`config.mk`:
```
export PLATFORM = sky130hd
export DESIGN_NAME = hazard_ctrl_flat
export DESIGN_NICKNAME = d
export VERILOG_FILES = /design/src/rtl/hazard_ctrl_pkg.sv /design/src/rtl/hazard_ctrl_if.sv /design/src/rtl/hazard_ctrl.sv /design/src/flat_wrapper.sv
export SDC_FILE = /design/constraint.sdc
export NUM_CORES = 1
export LEC_CHECK = 0
export ABC_AREA = 0
export CAP_MARGIN = 25
export CORE_ASPECT_RATIO = 2
export CORE_MARGIN = 1
export CORE_UTILIZATION = 45
export DETAILED_ROUTE_END_ITERATION = 10
export GPL_TIMING_DRIVEN = 0
export HOLD_SLACK_MARGIN = 0.06
export PLACE_DENSITY = 0.8
export SLEW_MARGIN = 20
export SYNTH_ARGS = -nofsm -noshare
export SYNTH_HDL_FRONTEND = slang
export SYNTH_SLANG_ARGS = --single-unit
```
`constraint.sdc`:
```
create_clock -name clk -period 2.2 [get_ports clk]
set_clock_uncertainty 0.05 [all_clocks]
set_input_delay 0.44 -clock clk [delete_from_list [all_inputs] [get_ports clk]]
set_output_delay 0.44 -clock clk [all_outputs]
set_load 0.01 [all_outputs]
```
`src/rtl/hazard_ctrl_pkg.sv`:
```
`default_nettype none
// ============================================================================
//  Module   : hazard_pkg
//  Brief    : Shared types and constants for the pipeline hazard controller.
//  Revision : 1.0 - initial release
// ============================================================================
package hazard_pkg;

    // Width of a register-file address.
    localparam int REG_ADDR_W = 4;

    // Register address reserved to mean "no register / bubble".
    localparam logic [REG_ADDR_W-1:0] NO_REG = 4'b1111;

    // Width of the stall/flush down-counter.
    localparam int CNT_W = 3;

    // Width of the saturating bubble counter.
    localparam int STALL_CNT_W = 16;

    // Controller states; the encoding is visible on the debug state port.
    typedef enum logic [1:0] {
        RUN        = 2'd0,
        LOAD_STALL = 2'd1,
        IMM        = 2'd2,
        FLUSH      = 2'd3
    } hz_state_e;

endpackage : hazard_pkg
`default_nettype wire

```
`src/rtl/hazard_ctrl_if.sv`:
```
`default_nettype none
// ============================================================================
//  Module   : hazard_ctrl_if
//  Brief    : Decode/execute observation and pipeline-control bundle between
//             the core datapath (master) and the hazard controller (slave).
//  Revision : 1.0 - initial release
// ============================================================================
interface hazard_ctrl_if;
    import hazard_pkg::*;

    // Instruction in decode
    logic [REG_ADDR_W-1:0]  id_src_addr;
    logic [REG_ADDR_W-1:0]  id_dst_addr;
    logic                   id_uses_src;
    logic                   id_uses_dst;
    logic                   id_two_word;

    // Instruction in execute
    logic                   ex_mem_read;
    logic [REG_ADDR_W-1:0]  ex_dest_addr;
    logic                   ex_is_bubble;
    logic                   branch_taken;

    // Pipeline controls
    logic                   pc_hold;
    logic                   ifid_hold;
    logic                   ifid_flush;
    logic                   make_bubble;
    logic                   imm_phase;

    // Debug / statistics
    logic [1:0]             state;
    logic [STALL_CNT_W-1:0] stall_count;

    // Datapath side: reports ID/EX contents, consumes the controls.
    modport master (
        output id_src_addr, id_dst_addr, id_uses_src, id_uses_dst, id_two_word,
        output ex_mem_read, ex_dest_addr, ex_is_bubble, branch_taken,
        input  pc_hold, ifid_hold, ifid_flush, make_bubble, imm_phase,
        input  state, stall_count
    );

    // Controller side.
    modport slave (
        input  id_src_addr, id_dst_addr, id_uses_src, id_uses_dst, id_two_word,
        input  ex_mem_read, ex_dest_addr, ex_is_bubble, branch_taken,
        output pc_hold, ifid_hold, ifid_flush, make_bubble, imm_phase,
        output state, stall_count
    );

endinterface : hazard_ctrl_if
`default_nettype wire

```
`src/rtl/hazard_ctrl.sv`:
```
`default_nettype none
// ============================================================================
//  Module   : hazard_ctrl
//  Brief    : Pipeline hazard and stall controller for the five-stage core.
//             Sequences load-use stalls, two-word (immediate) instructions and
//             taken-branch flushes. Controls are Mealy: they react to the
//             current ID/EX contents in the same cycle.
//  Revision : 1.0 - initial release
// ============================================================================
module hazard_ctrl #(
    parameter int LOAD_STALL_CYCLES = 1,
    parameter int FLUSH_CYCLES      = 2,
    parameter logic [hazard_pkg::REG_ADDR_W-1:0] NO_REG = hazard_pkg::NO_REG
) (
    input  wire logic    clk,
    input  wire logic    rst,
    hazard_ctrl_if.slave bus
);
    import hazard_pkg::*;

    // Counter reload values. The "-2" accounts for the entry cycle (spent in
    // RUN or on the branch) plus the final cycle at count zero.
    localparam logic [CNT_W-1:0] C_STALL_RELOAD =
        (LOAD_STALL_CYCLES > 1) ? CNT_W'(LOAD_STALL_CYCLES - 2) : '0;
    localparam logic [CNT_W-1:0] C_FLUSH_RELOAD =
        (FLUSH_CYCLES > 1) ? CNT_W'(FLUSH_CYCLES - 2) : '0;
    localparam bit C_STALL_MULTI = (LOAD_STALL_CYCLES > 1);
    localparam bit C_FLUSH_MULTI = (FLUSH_CYCLES > 1);
    localparam logic [STALL_CNT_W-1:0] C_STALL_CNT_MAX = '1;

    // ------------------------------------------------------------------------
    // Load-use comparator: a live load in EX writes a register that the
    // instruction in ID reads (or read-modify-writes via its destination).
    // ------------------------------------------------------------------------
    function automatic logic f_load_use(
        input logic                  mem_read,
        input logic                  ex_bubble,
        input logic [REG_ADDR_W-1:0] ex_dst,
        input logic                  uses_src,
        input logic [REG_ADDR_W-1:0] src,
        input logic                  uses_dst,
        input logic [REG_ADDR_W-1:0] dst
    );
        logic live_load;
        logic src_hit;
        logic dst_hit;
        live_load = mem_read && !ex_bubble && (ex_dst != NO_REG);
        src_hit   = uses_src && (src == ex_dst);
        dst_hit   = uses_dst && (dst == ex_dst);
        return live_load && (src_hit || dst_hit);
    endfunction

    hz_state_e               r_state;
    logic [CNT_W-1:0]        r_cnt;
    logic [STALL_CNT_W-1:0]  r_stall_count;

    hz_state_e               w_state_nxt;
    logic [CNT_W-1:0]        w_cnt_nxt;
    logic                    w_lu;
    logic                    w_pc_hold;
    logic                    w_ifid_hold;
    logic                    w_ifid_flush;
    logic                    w_make_bubble;
    logic                    w_imm_phase;

    assign w_lu = f_load_use(bus.ex_mem_read, bus.ex_is_bubble, bus.ex_dest_addr,
                             bus.id_uses_src, bus.id_src_addr,
                             bus.id_uses_dst, bus.id_dst_addr);

    // Next-state and control decode; branch beats load-use beats two-word.
    always_comb begin
        w_state_nxt   = r_state;
        w_cnt_nxt     = r_cnt;
        w_pc_hold     = 1'b0;
        w_ifid_hold   = 1'b0;
        w_ifid_flush  = 1'b0;
        w_make_bubble = 1'b0;
        w_imm_phase   = 1'b0;

        if (bus.branch_taken) begin
            // A taken branch kills whatever was in flight, including a
            // pending immediate word or an unfinished load stall.
            w_ifid_flush  = 1'b1;
            w_make_bubble = 1'b1;
            if (C_FLUSH_MULTI) begin
                w_state_nxt = FLUSH;
                w_cnt_nxt   = C_FLUSH_RELOAD;
            end else begin
                w_state_nxt = RUN;
            end
        end else begin
            case (r_state)
                RUN: begin
                    if (w_lu) begin
                        w_pc_hold     = 1'b1;
                        w_ifid_hold   = 1'b1;
                        w_make_bubble = 1'b1;
                        if (C_STALL_MULTI) begin
                            w_state_nxt = LOAD_STALL;
                            w_cnt_nxt   = C_STALL_RELOAD;
                        end
                    end else if (bus.id_two_word) begin
                        // First word waits for its immediate before issuing.
                        w_make_bubble = 1'b1;
                        w_state_nxt   = IMM;
                    end
                end

                LOAD_STALL: begin
                    w_pc_hold     = 1'b1;
                    w_ifid_hold   = 1'b1;
                    w_make_bubble = 1'b1;
                    if (r_cnt == '0) begin
                        w_state_nxt = RUN;
                    end else begin
                        w_cnt_nxt = r_cnt - 1'b1;
                    end
                end

                IMM: begin
                    // The immediate word carries no register operands, so a
                    // load-use match here is meaningless and ignored.
                    w_imm_phase = 1'b1;
                    w_state_nxt = RUN;
                end

                FLUSH: begin
                    w_ifid_flush  = 1'b1;
                    w_make_bubble = 1'b1;
                    if (r_cnt == '0) begin
                        w_state_nxt = RUN;
                    end else begin
                        w_cnt_nxt = r_cnt - 1'b1;
                    end
                end

                default: begin
                    w_state_nxt = RUN;
                    w_cnt_nxt   = '0;
                end
            endcase
        end
    end

    // State, counter and bubble statistics register.
    always_ff @(posedge clk or posedge rst) begin
        if (rst) begin
            r_state       <= RUN;
            r_cnt         <= '0;
            r_stall_count <= '0;
        end else begin
            r_state <= w_state_nxt;
            r_cnt   <= w_cnt_nxt;
            if (w_make_bubble && (r_stall_count != C_STALL_CNT_MAX)) begin
                r_stall_count <= r_stall_count + 1'b1;
            end
        end
    end

    // While reset is held the pipeline sees a bubble and no other control,
    // regardless of what ID/EX currently contain.
    assign bus.pc_hold     = !rst && w_pc_hold;
    assign bus.ifid_hold   = !rst && w_ifid_hold;
    assign bus.ifid_flush  = !rst && w_ifid_flush;
    assign bus.imm_phase   = !rst && w_imm_phase;
    assign bus.make_bubble =  rst || w_make_bubble;
    assign bus.state       = r_state;
    assign bus.stall_count = r_stall_count;

endmodule : hazard_ctrl
`default_nettype wire

```
`src/flat_wrapper.sv`:
```
// flat-port wrapper written by rule: the top's interface ports become plain ports
module hazard_ctrl_flat import hazard_pkg::*;
#(
    parameter int LOAD_STALL_CYCLES = 1,
    parameter int FLUSH_CYCLES      = 2,
    parameter logic [hazard_pkg::REG_ADDR_W-1:0] NO_REG = hazard_pkg::NO_REG
)
  (clk, rst, bus_id_src_addr, bus_id_dst_addr, bus_id_uses_src, bus_id_uses_dst, bus_id_two_word, bus_ex_mem_read, bus_ex_dest_addr, bus_ex_is_bubble, bus_branch_taken, bus_pc_hold, bus_ifid_hold, bus_ifid_flush, bus_make_bubble, bus_imm_phase, bus_state, bus_stall_count);
  hazard_ctrl_if bus_i ();
  input  wire logic clk;
  input  wire logic rst;
  input wire logic [$bits(bus_i.id_src_addr)-1:0] bus_id_src_addr;
  input wire logic [$bits(bus_i.id_dst_addr)-1:0] bus_id_dst_addr;
  input wire logic [$bits(bus_i.id_uses_src)-1:0] bus_id_uses_src;
  input wire logic [$bits(bus_i.id_uses_dst)-1:0] bus_id_uses_dst;
  input wire logic [$bits(bus_i.id_two_word)-1:0] bus_id_two_word;
  input wire logic [$bits(bus_i.ex_mem_read)-1:0] bus_ex_mem_read;
  input wire logic [$bits(bus_i.ex_dest_addr)-1:0] bus_ex_dest_addr;
  input wire logic [$bits(bus_i.ex_is_bubble)-1:0] bus_ex_is_bubble;
  input wire logic [$bits(bus_i.branch_taken)-1:0] bus_branch_taken;
  output wire logic [$bits(bus_i.pc_hold)-1:0] bus_pc_hold;
  output wire logic [$bits(bus_i.ifid_hold)-1:0] bus_ifid_hold;
  output wire logic [$bits(bus_i.ifid_flush)-1:0] bus_ifid_flush;
  output wire logic [$bits(bus_i.make_bubble)-1:0] bus_make_bubble;
  output wire logic [$bits(bus_i.imm_phase)-1:0] bus_imm_phase;
  output wire logic [$bits(bus_i.state)-1:0] bus_state;
  output wire logic [$bits(bus_i.stall_count)-1:0] bus_stall_count;
  assign bus_i.id_src_addr = bus_id_src_addr;
  assign bus_i.id_dst_addr = bus_id_dst_addr;
  assign bus_i.id_uses_src = bus_id_uses_src;
  assign bus_i.id_uses_dst = bus_id_uses_dst;
  assign bus_i.id_two_word = bus_id_two_word;
  assign bus_i.ex_mem_read = bus_ex_mem_read;
  assign bus_i.ex_dest_addr = bus_ex_dest_addr;
  assign bus_i.ex_is_bubble = bus_ex_is_bubble;
  assign bus_i.branch_taken = bus_branch_taken;
  assign bus_pc_hold = bus_i.pc_hold;
  assign bus_ifid_hold = bus_i.ifid_hold;
  assign bus_ifid_flush = bus_i.ifid_flush;
  assign bus_make_bubble = bus_i.make_bubble;
  assign bus_imm_phase = bus_i.imm_phase;
  assign bus_state = bus_i.state;
  assign bus_stall_count = bus_i.stall_count;
  hazard_ctrl #(.LOAD_STALL_CYCLES(LOAD_STALL_CYCLES), .FLUSH_CYCLES(FLUSH_CYCLES), .NO_REG(NO_REG)) u_core (.clk(clk), .rst(rst), .bus(bus_i));
endmodule
```
# Word level (Yosys, flattened, before mapping)
# Cells that the tools add are included.
[totals] reg_bits=21 inputBits=20
[op_classes] add_sub_neg=2 eq_ne=11 muxes=19 reduce_logical=19
[op_table] cell="$add A16 B1 Y16 const B" n=1
[op_table] cell="$ne A16 B16 Y1 const B" n=1
[op_table] cell="$logic_and A1 B1 Y1" n=9
[op_table] cell="$mux W1" n=9
[op_table] cell="$mux W3" n=3
[op_table] cell="$eq A4 B4 Y1" n=2
[op_table] cell="$mux W2" n=4
[op_table] cell="$ne A3 B3 Y1 const B" n=2
[op_table] cell="$pmux W2 S3" n=1
[op_table] cell="$eq A2 B2 Y1 const B" n=2
[op_table] cell="$ne A4 B4 Y1 const B" n=1
[op_table] cell="$pmux W1 S2" n=2
[op_table] cell="$logic_not A3 Y1" n=1
[op_table] cell="$ne A3 B1 Y1 const B" n=1
[op_table] cell="$reduce_and A3 Y1" n=1
[op_table] cell="$sub A3 B1 Y3 const B" n=1
[op_table] cell="$eq A2 B1 Y1 const B" n=1
[op_table] cell="$logic_not A1 Y1" n=2
[op_table] cell="$logic_not A2 Y1" n=1
[op_table] cell="$logic_or A1 B1 Y1" n=2
[op_table] cell="$ne A2 B2 Y1 const B" n=1
[op_table] cell="$reduce_and A2 Y1" n=1
[op_table] cell="$reduce_bool A2 Y1" n=1
[op_table] cell="$reduce_or A2 Y1" n=1

# Longest topological paths before layout
[logic_depth] depth_word=8 ltp_mapped=8 mapped_depth_nobuf=7

# Worst setup path before layout
# OpenSTA, ideal clock, no wires.
[synth_path] path_type="input-to-output" startpoint="input bus_ex_mem_read" endpoint="output bus_pc_hold" t_arrival_ns=1.647 t_required_ns=1.710 slack_ns=0.063 cell_stages=6 path_cell_list="nor2b_1 nand4_1 o22ai_2 nor2_1 nor4_1 buf_4"
[synth_via] elab_chain_len=7
[synth_rtl] item="from (decl)" line="flat_wrapper.sv:17" text="input wire logic [$bits(bus_i.ex_mem_read)-1:0] bus_ex_mem_read;"
[synth_rtl] item="$logic_and A1 B1 Y1 (2 in a row)" line="hazard_ctrl.sv:47" text="live_load = mem_read && !ex_bubble && (ex_dst != NO_REG);"
[synth_rtl] item="$logic_and A1 B1 Y1" line="hazard_ctrl.sv:50" text="return live_load && (src_hit || dst_hit);"
[synth_rtl] item="$mux W1"
[synth_rtl] item="$pmux W1 S2"
[synth_rtl] item="$mux W1"
[synth_rtl] item="$logic_and A1 B1 Y1"
[synth_rtl] item="to (decl)" line="flat_wrapper.sv:21" text="output wire logic [$bits(bus_i.pc_hold)-1:0] bus_pc_hold;"
# No other way between the ends.

# Worst setup path after layout
[layout_path] startpoint="input bus_id_src_addr[2]" endpoint="output bus_pc_hold"
[layout_via] elab_chain_len=8
[layout_rtl] item="from (decl)" line="flat_wrapper.sv:12" text="input wire logic [$bits(bus_i.id_src_addr)-1:0] bus_id_src_addr;"
[layout_rtl] item="$eq A4 B4 Y1" line="hazard_ctrl.sv:48" text="src_hit = uses_src && (src == ex_dst);"
[layout_rtl] item="$logic_and A1 B1 Y1" line="hazard_ctrl.sv:48"
[layout_rtl] item="$logic_or A1 B1 Y1" line="hazard_ctrl.sv:50"
[layout_rtl] item="$logic_and A1 B1 Y1" line="hazard_ctrl.sv:50"
[layout_rtl] item="$mux W1" line="hazard_ctrl.sv:94" text="if (w_lu) begin"
[layout_rtl] item="$pmux W1 S2" line="hazard_ctrl.sv:92" text="case (r_state)"
[layout_rtl] item="$mux W1" line="hazard_ctrl.sv:80" text="if (bus.branch_taken) begin"
[layout_rtl] item="$logic_and A1 B1 Y1" line="hazard_ctrl.sv:162" text="assign bus.pc_hold = !rst && w_pc_hold;"
# No other way between the ends.

==> metrics.txt <==
Post-synth EDFFs=0; via count=1046; Ys Warns=0; Pleak=0.0006972 µW; Die W=39.14 µm; path type of the worst setup path=primary input to output pin; Root Driver=clkbuf_8; Die Area=2985 µm²; Slew Limit Headroom=0.4665; Worst-Margin Slew=0.7994 ns; Util after Layout=0.6748; peak fanout along the critical path=2; latest clock arrival within the worst-skew pair=0.25 ns; nets in the synthesized netlist=143; fill count=212; # setup viols final=0; post-DP HPWL=2223 µm; DRT iter0 DRCs=25; ANT nets after route=0; Syn Area/Cell=10.34 µm²; vias in the first global route=1088; Port Buffer Count=41; cts hold-fix bufs=0; Post-Syn Instances=120; Worst Hold Class=primary input to flip-flop; Num CTS Buffers=3; Post-DP Area=1687 µm²; crit start category=primary input; DRT Wirelength=2763 µm; total core area=2570 µm²; CTS tree=done; # nets final=192; post-synthesis cell area=1241 µm²; # IOs=43; largest net degree at the start of global routing=22; Pre-antenna DRT Iters=4; DRC Markers=0; layout cells sized above 1=0.1964; crit path cell chain=dlygate4sd2_1, xnor2_1, nand3_1, o22ai_2, nor2_2, nor4_2, buf_4, buf_6; post-synthesis register bit count=21; Clock transition at path regs=0.07 ns; RSZ-0062 raised after global routing=false; global-route wire length before repair=4636 µm; CP peak stage delay=0.24 ns; Most used DFF post-synth=dfrtp_1; Netlist cell types=31; Final Hold Fails=0; post-route cell area=1734 µm²; Worst EP required=1.71 ns; Die H=76.27 µm; Seq/Total Area, Yosys=0.4234; ant diodes=0; maximum VDD drop=0.5155 mV; Total Power=1868 µW; H-Tree Depth=1; Initial Util=0.4830; DR WL/cell=14.10 µm; initial antenna violation count=0; routability congestion estimate=0.7266; clock sink count=21; crit share post-route=0.9697; CTS max path bufs=2; Inst Count DP=189; setup TNS=0 ns; PwrDens=1077 nW/µm²; Max Cap Viol=0; CP max-delay cell=dlygate4sd2_1; Pins Over Slew Limit=0; DR vias/cell=5.337; Crit. End Element=output pin; final std cells w/o fill=196; crit path DAT=1.64 ns; outcome=finished, final reports clean; Async S/R FF share, synth=1.000; GRT overflow=0; Fmax=468.7 MHz; row count=26; Tot GR Track Use=0.2134; Synth-to-Final Area Change=39.72%; minimum clock period=2.133 ns
kinds of logic after synthesis:
| kind of cell | share of synthesized area |
|---|---|
| muxes | 0.01814 |
| AOI/OAI and AO/OA | 0.05545 |
| and+or+nand+nor | 0.2470 |
| adders and majority gates | 0.03025 |
| xor gates and xnor gates | 0.1694 |
| DFF | 0.4234 |
| buffers and inverters | 0.05645 |
routing by layer:
metal | wire length (µm) | vias up | global-route usage
li1 | - | 500 | -
met1 | 902 | 491 | 0.2144
met2 | 1699 | 51 | 0.4017
met3 | 124 | 4 | 0.02332
met4 | 36 | 0 | 0.07931
met5 | 0 | - | 0
registers in the layout (all words and copies together) (netlist names):
signal	flops
u_core.bus.stall_count	16
u_core.r_cnt	3
u_core.bus.state	2
stage by stage:
stage          hold slack, ns  worst slack [ns]
3_3_place_gp           0.4285           -0.8371
5_1_grt                0.4332          0.002570
6_report               0.4213           0.06664
3_5_place_dp           0.4428           -0.8952
2_1_floorplan          0.3665           0.06284
4_1_cts                0.4101          -0.03061
final cells by class:
class	count	area [µm²]	share of cell area
well taps	28	35.03	0.02020
plain buffers	3	32.53	0.01876
repair buffers	44	396.6	0.2287
clock buffers	4	45.04	0.02597
multi-input cells	86	661.9	0.3817
flip-flops and latches	21	525.5	0.3030
inverters	10	37.54	0.02165
repair_timing:
| action | CTS | global route |
|---|---|---|
| buffers inserted | 2 | 1 |
| gates resized for setup | 50 | 3 |
| pin swaps | 15 | 6 |
| endpoints found under the setup margin | 4 | 2 |
cell usage after synthesis, types with 2 or more instances:
| library cell | n | area (µm²) |
|---|---|---|
| ha_1 | 3 | 37.54 |
| nand4_1 | 5 | 31.28 |
| a21oi_1 | 2 | 10.01 |
| xor2_1 | 10 | 87.58 |
| nor3_2 | 4 | 40.04 |
| o21ai_0 | 2 | 10.01 |
| nor4_4 | 2 | 42.54 |
| nand2_1 | 4 | 15.01 |
| xnor2_1 | 14 | 122.6 |
| nor2_1 | 12 | 45.04 |
| nor3_1 | 5 | 25.02 |
| nand3_1 | 7 | 35.03 |
| nor2b_1 | 3 | 18.77 |
| dfrtp_1 | 21 | 525.5 |
| inv_1 | 10 | 37.54 |
where the power goes:
group	switching (µW)	internal, µW
Sequential	170	534
Clock	119	129
Combinational	427	488
final timing paths:
kind / from / end / slack [ns] / cells after the start
setup / recovery: bus_id_src_addr[2] / bus_pc_hold / 0.07 / 8
hold / removal: bus_branch_taken / u_core.r_cnt[1]$_DFFE_PP0P_ / 0.42 / 2
setup reg to reg: u_core.bus.stall_count[6]$_DFFE_PP0P_ / u_core.bus.stall_count[1]$_DFFE_PP0P_ / 0.32 / 6
hold reg to reg: u_core.bus.stall_count[15]$_DFFE_PP0P_ / u_core.bus.stall_count[15]$_DFFE_PP0P_ / 0.45 / 1
max in group asynchronous: rst / u_core.bus.state[1]$_DFFE_PP0P_ / 0.91 / 2
min in group asynchronous: rst / u_core.bus.state[0]$_DFFE_PP0P_ / 0.69 / 2
cells in the final DEF, fill, tap and decap left out, types with 2 or more instances in the layout:
master / instances
nand4_1: 5
nand2_1: 4
nor4_4: 2
inv_1: 10
a21oi_1: 2
nand3_1: 7
nor2_1: 11
nor3_1: 5
clkdlybuf4s15_1: 5
nor4_2: 2
dfrtp_1: 21
nor3_2: 4
buf_4: 4
ha_1: 3
clkdlybuf4s50_1: 21
buf_2: 7
xor2_1: 10
clkbuf_8: 3
nor2b_1: 2
o21ai_0: 2
dlygate4sd2_1: 7
xnor2_1: 14
critical path, delay by kind of cell:
family                 cells  cell delay (ns)
buffers and inverters      3             0.49
XOR/XNOR                   1             0.16
AND/OR/NAND/NOR            3             0.37
AO/OA/AOI/OAI              1             0.18
Power figures use the tool's default switching activity.
